==> src/rtl/pc_lut_pkg.sv <==
// Shared sizing, FSM state and table-entry types for the branch-target
// table and its reverse-lookup engine.
package pc_lut_pkg;

    localparam int D_DEF  = 10;
    localparam int N_DEF  = 16;
    localparam int AW_DEF = $clog2(N_DEF);

    typedef enum logic [1:0] {IDLE, SCAN, DONE} state_t;

    typedef struct packed {
        logic             valid;
        logic [D_DEF-1:0] target;
    } entry_t;

endpackage

==> src/rtl/pc_lut_encoder_if.sv <==
// Programming, read and search signals of the branch-target table.
// The master side is the loader/requester and the slave side is the table.
interface pc_lut_encoder_if
    import pc_lut_pkg::*;
#(
    parameter int D  = D_DEF,
    parameter int N  = N_DEF,
    parameter int AW = $clog2(N)
);

    logic          wr_en;
    logic [AW-1:0] wr_addr;
    logic [D-1:0]  wr_data;
    logic          clear_all;
    logic [AW-1:0] rd_addr;
    logic [D-1:0]  rd_target;
    logic          rd_valid;

    logic          search_req;
    logic [D-1:0]  search_target;
    logic          search_busy;
    logic          search_done;
    logic          search_hit;
    logic [AW-1:0] search_index;

    modport master (
        output wr_en, wr_addr, wr_data, clear_all, rd_addr,
        output search_req, search_target,
        input  rd_target, rd_valid,
        input  search_busy, search_done, search_hit, search_index
    );

    modport slave (
        input  wr_en, wr_addr, wr_data, clear_all, rd_addr,
        input  search_req, search_target,
        output rd_target, rd_valid,
        output search_busy, search_done, search_hit, search_index
    );

endinterface

==> src/rtl/pc_lut_store.sv <==
// Table storage: N targets plus valid bits, write/clear port and two
// combinational read ports (fetch-side rd_addr and the scanner's index).
module pc_lut_store
    import pc_lut_pkg::*;
#(
    parameter int D  = D_DEF,
    parameter int N  = N_DEF,
    parameter int AW = $clog2(N)
) (
    input  logic          clk,
    input  logic          reset,
    input  logic          wr_en,
    input  logic [AW-1:0] wr_addr,
    input  logic [D-1:0]  wr_data,
    input  logic          clear_all,
    input  logic [AW-1:0] rd_addr,
    output logic [D-1:0]  rd_target,
    output logic          rd_valid,
    input  logic [AW-1:0] scan_addr,
    output logic [D-1:0]  scan_target,
    output logic          scan_valid
);

    logic [N-1:0][D-1:0] data;
    logic [N-1:0]        valid;

    always_ff @(posedge clk or posedge reset) begin
        if (reset) begin
            valid <= '0;
        end else if (clear_all) begin
            valid <= '0;
        end else if (wr_en) begin
            valid[wr_addr] <= 1'b1;
        end
    end

    // Data needs no reset; a clear in the same cycle drops the write.
    always_ff @(posedge clk) begin
        if (wr_en && !clear_all) begin
            data[wr_addr] <= wr_data;
        end
    end

    assign rd_target   = data[rd_addr];
    assign rd_valid    = valid[rd_addr];
    assign scan_target = data[scan_addr];
    assign scan_valid  = valid[scan_addr];

endmodule

==> src/rtl/pc_lut_encoder.sv <==
// Branch-target table with a sequential reverse lookup: one entry is
// compared per cycle, lowest index first, starting the cycle after accept.
module pc_lut_encoder
    import pc_lut_pkg::*;
#(
    parameter int D  = D_DEF,
    parameter int N  = N_DEF,
    parameter int AW = $clog2(N)
) (
    input  logic           clk,
    input  logic           reset,
    pc_lut_encoder_if.slave bus
);

    state_t        state, state_d;
    logic [AW-1:0] idx;
    logic [D-1:0]  key;
    logic          hit;
    logic [AW-1:0] index;
    logic [D-1:0]  scan_target;
    logic          scan_valid;
    logic          match;
    logic          last;

    pc_lut_store #(.D(D), .N(N), .AW(AW)) u_store (
        .clk         (clk),
        .reset       (reset),
        .wr_en       (bus.wr_en),
        .wr_addr     (bus.wr_addr),
        .wr_data     (bus.wr_data),
        .clear_all   (bus.clear_all),
        .rd_addr     (bus.rd_addr),
        .rd_target   (bus.rd_target),
        .rd_valid    (bus.rd_valid),
        .scan_addr   (idx),
        .scan_target (scan_target),
        .scan_valid  (scan_valid)
    );

    // The store is read before this edge's write lands, so a same-cycle
    // write to idx is compared with its old contents.
    assign match = scan_valid && (scan_target == key);
    assign last  = (idx == AW'(N - 1));

    always_ff @(posedge clk or posedge reset) begin
        if (reset) state <= IDLE;
        else       state <= state_d;
    end

    always_comb begin
        state_d = state;
        case (state)
            IDLE:    if (bus.search_req) state_d = SCAN;
            SCAN:    if (match || last)  state_d = DONE;
            DONE:    state_d = IDLE;
            default: state_d = IDLE;
        endcase
    end

    always_ff @(posedge clk or posedge reset) begin
        if (reset) begin
            idx   <= '0;
            key   <= '0;
            hit   <= 1'b0;
            index <= '0;
        end else begin
            case (state)
                IDLE: begin
                    if (bus.search_req) begin
                        key <= bus.search_target;
                        idx <= '0;
                    end
                end
                SCAN: begin
                    if (match) begin
                        hit   <= 1'b1;
                        index <= idx;
                    end else if (last) begin
                        hit   <= 1'b0;
                        index <= '0;
                    end else begin
                        idx <= idx + 1'b1;
                    end
                end
                default: ;
            endcase
        end
    end

    assign bus.search_busy  = (state != IDLE);
    assign bus.search_done  = (state == DONE);
    assign bus.search_hit   = hit;
    assign bus.search_index = index;

endmodule
==> src/flat_wrapper.sv <==
// flat-port wrapper written by rule: the top's interface ports become plain ports
module pc_lut_encoder_flat import pc_lut_pkg::*;
#(
    parameter int D  = D_DEF,
    parameter int N  = N_DEF,
    parameter int AW = $clog2(N)
)
  (clk, reset, bus_wr_en, bus_wr_addr, bus_wr_data, bus_clear_all, bus_rd_addr, bus_search_req, bus_search_target, bus_rd_target, bus_rd_valid, bus_search_busy, bus_search_done, bus_search_hit, bus_search_index);
  pc_lut_encoder_if #(.D(D), .N(N), .AW(AW)) bus_i ();
  input  logic clk;
  input  logic reset;
  input wire logic [$bits(bus_i.wr_en)-1:0] bus_wr_en;
  input wire logic [$bits(bus_i.wr_addr)-1:0] bus_wr_addr;
  input wire logic [$bits(bus_i.wr_data)-1:0] bus_wr_data;
  input wire logic [$bits(bus_i.clear_all)-1:0] bus_clear_all;
  input wire logic [$bits(bus_i.rd_addr)-1:0] bus_rd_addr;
  input wire logic [$bits(bus_i.search_req)-1:0] bus_search_req;
  input wire logic [$bits(bus_i.search_target)-1:0] bus_search_target;
  output wire logic [$bits(bus_i.rd_target)-1:0] bus_rd_target;
  output wire logic [$bits(bus_i.rd_valid)-1:0] bus_rd_valid;
  output wire logic [$bits(bus_i.search_busy)-1:0] bus_search_busy;
  output wire logic [$bits(bus_i.search_done)-1:0] bus_search_done;
  output wire logic [$bits(bus_i.search_hit)-1:0] bus_search_hit;
  output wire logic [$bits(bus_i.search_index)-1:0] bus_search_index;
  assign bus_i.wr_en = bus_wr_en;
  assign bus_i.wr_addr = bus_wr_addr;
  assign bus_i.wr_data = bus_wr_data;
  assign bus_i.clear_all = bus_clear_all;
  assign bus_i.rd_addr = bus_rd_addr;
  assign bus_i.search_req = bus_search_req;
  assign bus_i.search_target = bus_search_target;
  assign bus_rd_target = bus_i.rd_target;
  assign bus_rd_valid = bus_i.rd_valid;
  assign bus_search_busy = bus_i.search_busy;
  assign bus_search_done = bus_i.search_done;
  assign bus_search_hit = bus_i.search_hit;
  assign bus_search_index = bus_i.search_index;
  pc_lut_encoder #(.D(D), .N(N), .AW(AW)) u_core (.clk(clk), .reset(reset), .bus(bus_i));
endmodule
==> config.mk <==
export PLATFORM = sky130hd
export DESIGN_NAME = pc_lut_encoder_flat
export DESIGN_NICKNAME = d
export VERILOG_FILES = /design/src/rtl/pc_lut_pkg.sv /design/src/rtl/pc_lut_encoder_if.sv /design/src/rtl/pc_lut_store.sv /design/src/rtl/pc_lut_encoder.sv /design/src/flat_wrapper.sv
export SDC_FILE = /design/constraint.sdc
export NUM_CORES = 1
export LEC_CHECK = 0
export CELL_PAD_IN_SITES_DETAIL_PLACEMENT = 1
export CELL_PAD_IN_SITES_GLOBAL_PLACEMENT = 1
export CORE_ASPECT_RATIO = 1.5
export CORE_MARGIN = 8
export CORE_UTILIZATION = 32
export DETAILED_ROUTE_END_ITERATION = 7
export DONT_BUFFER_PORTS = 1
export PLACE_DENSITY_LB_ADDON = 0.1
export SLEW_MARGIN = 20
export SYNTH_ARGS = -nofsm -noshare
export SYNTH_HDL_FRONTEND = slang
export SYNTH_SLANG_ARGS = --single-unit
==> constraint.sdc <==
create_clock -name clk -period 7 [get_ports clk]
set_clock_uncertainty 0.05 [all_clocks]
set_input_delay 1.4 -clock clk [delete_from_list [all_inputs] [get_ports clk]]
set_output_delay 1.4 -clock clk [all_outputs]
set_load 0.01 [all_outputs]
=== Word level (Yosys, flattened, before mapping) ===
Index checks and enable logic that the tools add are counted.

* Register bits after elaboration: 197
* Latch bits: 0
* Bits in writable memories: 0
* Memory bits (read-only): 0
* Bits of input ports: 33
* Output and inout port bits: 18
* Word-level logic and storage cells: 76
* Memories kept: 0

* Add/subtract/negate cells: 1
* Multiply operators: 0
* Divide/modulo/power cells: 0
* Magnitude comparators: 4
* Eq/ne operators: 8
* Shift operators: 0
* Mux-type cells: 26
* Bitwise gates (word level): 1
* Reductions and logical operators: 14

{| class="wikitable"
|+ Operators with widths
! operator !! number
|-
| bitwise mux 160 bit || 1
|-
| binary-select mux 10 bit (select 4 bit) || 2
|-
| demux 10 bit (select 4 bit) || 1
|-
| two-way mux 16 bit || 2
|-
| two-way mux 10 bit || 3
|-
| two-way mux 4 bit || 5
|-
| OR 16 bit || 1
|-
| < comparator 4 x 5 -> 1 bit, second input constant || 3
|-
| equality test 10 bit || 1
|-
| binary-select mux 1 bit (select 4 bit) || 2
|-
| one-hot mux 4 bit (2 select lines) || 1
|-
| nonzero test 2 bit || 4
|-
| != test 2 bit, second input constant || 3
|-
| AND reduction 2 bit || 3
|-
| two-way mux 1 bit || 5
|-
| adder 4 x 1 -> 4 bit, second input constant || 1
|-
| demux 1 bit (select 4 bit) || 1
|-
| equality test 4 bit, second input constant || 1
|-
| >= comparator 4 x 1 -> 1 bit, second input constant || 1
|-
| two-way mux 2 bit || 2
|-
| one-hot mux 2 bit (2 select lines) || 1
|-
| AND reduction 4 bit || 1
|-
| logical AND 1 bit || 3
|-
| equality test 2 x 1 -> 1 bit, second input constant || 1
|-
| other kinds (5) || 5
|}

=== Longest topological paths before layout ===
* Depth after elaboration: 7
* Gate-level depth with buffers: 12
* Gate-level depth less buffers: 8

=== Modules after synthesis ===
A second synthesis with hierarchy kept.

* Cells, all modules: 499
* Area, all modules: 9223.8 µm²

{| class="wikitable"
|+ Modules (own cells, without submodules)
! module !! instances !! cells an instance !! area each (µm²)
|-
| pc_lut_store || 1 || 410 || 8221.6
|-
| pc_lut_encoder || 1 || 89 || 1002.2
|}

=== Least setup slack after synthesis ===
OpenSTA, ideal clock, no wires.

* Path type: input port to output port
* From: input port bus_rd_addr[0]
* To: output port bus_rd_valid
* Arrival time: 3.340 ns
* Slack: 2.210 ns
* Cell stages on the path: 4
* Path buffers: 2
* Cells stage by stage: clkbuf_1 > buf_1 > mux4_2 > mux4_2

* Longest elaborated chain between the ends: 2

{| class="wikitable"
|+ Ends and longest elaborated chain
! what !! line !! text
|-
| from (decl) || flat_wrapper.sv:16 || <nowiki>input wire logic [$bits(bus_i.rd_addr)-1:0] bus_rd_addr;</nowiki>
|-
| binary-select mux 1 bit (select 4 bit) || pc_lut_store.sv:45 || <nowiki>assign rd_valid = valid[rd_addr];</nowiki>
|-
| two-way mux 1 bit (implied by the code) || pc_lut_store.sv:45 ||
|-
| to (decl) || flat_wrapper.sv:20 || <nowiki>output wire logic [$bits(bus_i.rd_valid)-1:0] bus_rd_valid;</nowiki>
|}

No other way between the ends. The select of a mux whose other input is x is not followed.

=== Worst setup path in the final report ===
* From: register u_core.idx[0]
* To: register u_core.state[0]

* Longest elaborated chain between the ends: 7

{| class="wikitable"
|+ Ends and longest elaborated chain
! what !! line !! text
|-
| from (decl) || pc_lut_encoder.sv:16 || <nowiki>logic [AW-1:0] idx;</nowiki>
|-
| from (signal assigned) || pc_lut_encoder.sv:82 || <nowiki>idx <= idx + 1'b1;</nowiki>
|-
| binary-select mux 10 bit (select 4 bit) || pc_lut_store.sv:46 || <nowiki>assign scan_target = data[scan_addr];</nowiki>
|-
| two-way mux 10 bit (implied by the code) || pc_lut_store.sv:46 ||
|-
| equality test 10 bit || pc_lut_encoder.sv:42 || <nowiki>assign match = scan_valid && (scan_target == key);</nowiki>
|-
| logical AND 1 bit || pc_lut_encoder.sv:42 ||
|-
| logical OR 1 bit * || pc_lut_encoder.sv:54 || <nowiki>SCAN: if (match || last) state_d = DONE;</nowiki>
|-
| != test 2 x 1 -> 1 bit (no line) * || - ||
|-
| AND reduction 2 bit (no line) * || - ||
|-
| to (signal assigned) || pc_lut_encoder.sv:47 || <nowiki>else state <= state_d;</nowiki>
|-
| to (decl) || pc_lut_encoder.sv:15 || <nowiki>state_t state, state_d;</nowiki>
|}

Every way passes the cells marked *; elsewhere a longest branch is shown, timed or not. The select of a mux whose other input is x is not followed.
A chain may end at the register's enable or synchronous reset.

==> metrics <==
outcome=completed; Seq cells post-synth=197; Critical Path, Cell by Cell=buf_4 > mux4_2 > o22ai_1 > a211oi_1 > xnor2_1 > nand4_1 > or4_4 > and3_1 > or2_1; Slew Viols, Final=0; simple-gate share of the synthesized area=5.37%; largest area contributor in the netlist=edfxtp_1; CP Launch Type=flop; Post-Synth Adder-Cell Area=0.136%; deepest clock path buffer count=2; synth cell count leaders=edfxtp_1, mux4_2, nand2_1; area of the die=0.0345 mm²; Post-Syn Nets=550; First DRT Iteration DRCs=292; reg2reg path depth=9; initial antenna violation count=0; max_cap viols=0; post-cts gate resize count=0; synthesized area per cell=17.8 µm²; nets=555; worst-margin pin slew=1110 ps; H-tree levels=4; die width=154 µm; Hold Buf Count CTS=0; Synth top area share=52.3%; Area Overhead vs Synth=10.8%; CTS tree=yes; global placer's final weighted congestion=0.739; clk sinks=197; grt total ovfl=0; Total Power=3.28 mW; Setup TNS Final=0 ps; Initial Utilization=32.2%; Slowest cell on crit path=dfrtp_2; fraction of registers with async set/reset=18.8%; fill cell count=2827; Pre-Repair DR Iteration Count=4; Residual DRC=0; Hold Path Stages=1; final non-filler cell total=884; Syn. warnings=0; most frequent cell after synthesis=edfxtp_1; dominant synthesized flop cell=edfxtp_1; chip height=224 µm; Critical Path End Type=flop; top cells by area, synth=edfxtp_1, mux4_2, dfrtp_1; PortBufs=0; Wirelength per Cell=31.0 µm; Antenna Nets Post-Route=0; CTS Buf Count=17; max incr delay on CP=910 ps; # rows=76; Final Util=35.7%; sequential fraction of the synthesis area=62.4%; Final setup violation count=0; Core ar.=0.0285 mm²; final worst-path cycle share=56.5%; Post-Synthesis Cell Area=0.00919 mm²; unrepaired setup endpoints after global routing=false; DP Wirelength=17500 µm; multiplexer area fraction after synthesis=24.5%; Leak=3.51 nW; CP arrival=4240 ps; setup bufs post-CTS=0; total wire length=27400 µm; ANT cells=0; vias in the first global route=5493; Via density=5.67; critical path type=reg2reg; via count of the routed design=5015; Post-synth EDFFs=160; Peak VDD IR=157 µV; first-pass GRT wire length=39700 µm; largest net degree at the start of global routing=45; xor/xnor share of the synthesized area=0.572%; Pwr Density=323 mW/mm²; main combinational cell family by area after synthesis=multiplexers; crit path max fanout=23; Total GRT Usage=16.5%; Clk pin slew, worst setup/hold paths=70 ps; Skew-Pair Late Insertion Delay=450 ps; Mapped Cells=516; Worst EP required=7280 ps; min-delay worst type=reg2reg; Placed Instances=853; Synth cell types=41; Final Hold Vio Count=0; share of layout cells above drive strength 1=27.4%; max_slew headroom=25.5%; Final min period=3960 ps; Compound-Gate Fraction of Synth Area=5.16%; I/O pin cnt=51; f_max=0.253 GHz; CTS Root Cell=clkbuf_16
==> placed cells by master (no fill, tap or decap), types with 9 or more instances in the layout <==
cell type,Yosys,layout
mux4_2,95,95
nor2_1,25,25
dfrtp_1,37,35
o22ai_1,10,10
a21o_1,17,17
nand2_1,46,46
clkbuf_16,0,17
edfxtp_1,160,160
mux2i_1,11,11
buf_4,2,17
a22o_1,9,9
==> worst max-delay path, delay by kind of cell, from the launching register on <==
kind / cells / cell delay (ps)
buffers and inverters: 1 / 430
AND/OR/NAND/NOR: 4 / 1370
flip-flops: 1 / 910
XOR/XNOR: 1 / 190
multiplexers: 1 / 550
AO/OA/AOI/OAI: 2 / 310
==> cell type report <==
| class | instances | area, µm² | area share, % |
|---|---|---|---|
| clock buffer | 22 | 444 | 4.36 |
| sequential | 197 | 5730 | 56.3 |
| timing repair buffer | 17 | 128 | 1.25 |
| multi-input combinational | 281 | 3330 | 32.7 |
| tap | 351 | 439 | 4.31 |
| clock inverter | 9 | 81.3 | 0.799 |
| inverter | 7 | 26.3 | 0.258 |
==> per-stage QoR <==
stage / hold WS (ps) / area (µm²) / worst slack [ps]
after CTS: 454 / 10200 / 2940
final: 454 / 10200 / 3040
after global routing: 476 / 10200 / 2800
after global placement: 425 / 9650 / 2970
after detailed placement: 439 / 9650 / 2950
after floorplan: 411 / 9190 / 2210
==> flip-flops by register name (all words and copies together) (netlist names) <==
register and flops:
u_core.bus.search_index 4, u_core.state 2, u_core.idx 4, u_core.u_store.valid 16
u_core.key 10, u_core.bus.search_hit 1, u_core.u_store.data 160
==> path summary, 6_finish.rpt <==
check / from / end / slack (ps)
min: u_core.u_store.valid[0] / u_core.u_store.valid[0] / 450
max in group asynchronous: reset / u_core.idx[1] / 5630
max: u_core.idx[0] / u_core.state[0] / 3040
min in group asynchronous: reset / u_core.u_store.valid[13] / 910
min reg2reg: u_core.u_store.valid[0] / u_core.u_store.valid[0] / 450
max reg2reg: u_core.idx[0] / u_core.state[0] / 3040
==> layer usage <==
metal  vias up  routed length (µm)  global-route usage (%)
li1       2133                   -                       -
met1      2749               10900                    19.4
met2       100               14400                    28.5
met3        33                1430                    4.34
met4         0                 697                    5.99
met5         -                   0                       0
==> power breakdown <==
group          switching (mW)  internal (mW)  total, mW  leakage, nW
clock                   0.441          0.487      0.928        0.253
sequential              0.152           1.32       1.48         1.93
combinational           0.444          0.435      0.879         1.33
total                    1.04           2.25       3.28         3.51
==> cell families after synthesis <==
kind of cell,after synthesis
xor gates and xnor gates,6
muxes,106
and+or+nand+nor,107
buffers and inverters,38
DFF,197
AOI/OAI and AO/OA,61
adders and majority gates,1
Power figures use the tool's default switching activity.
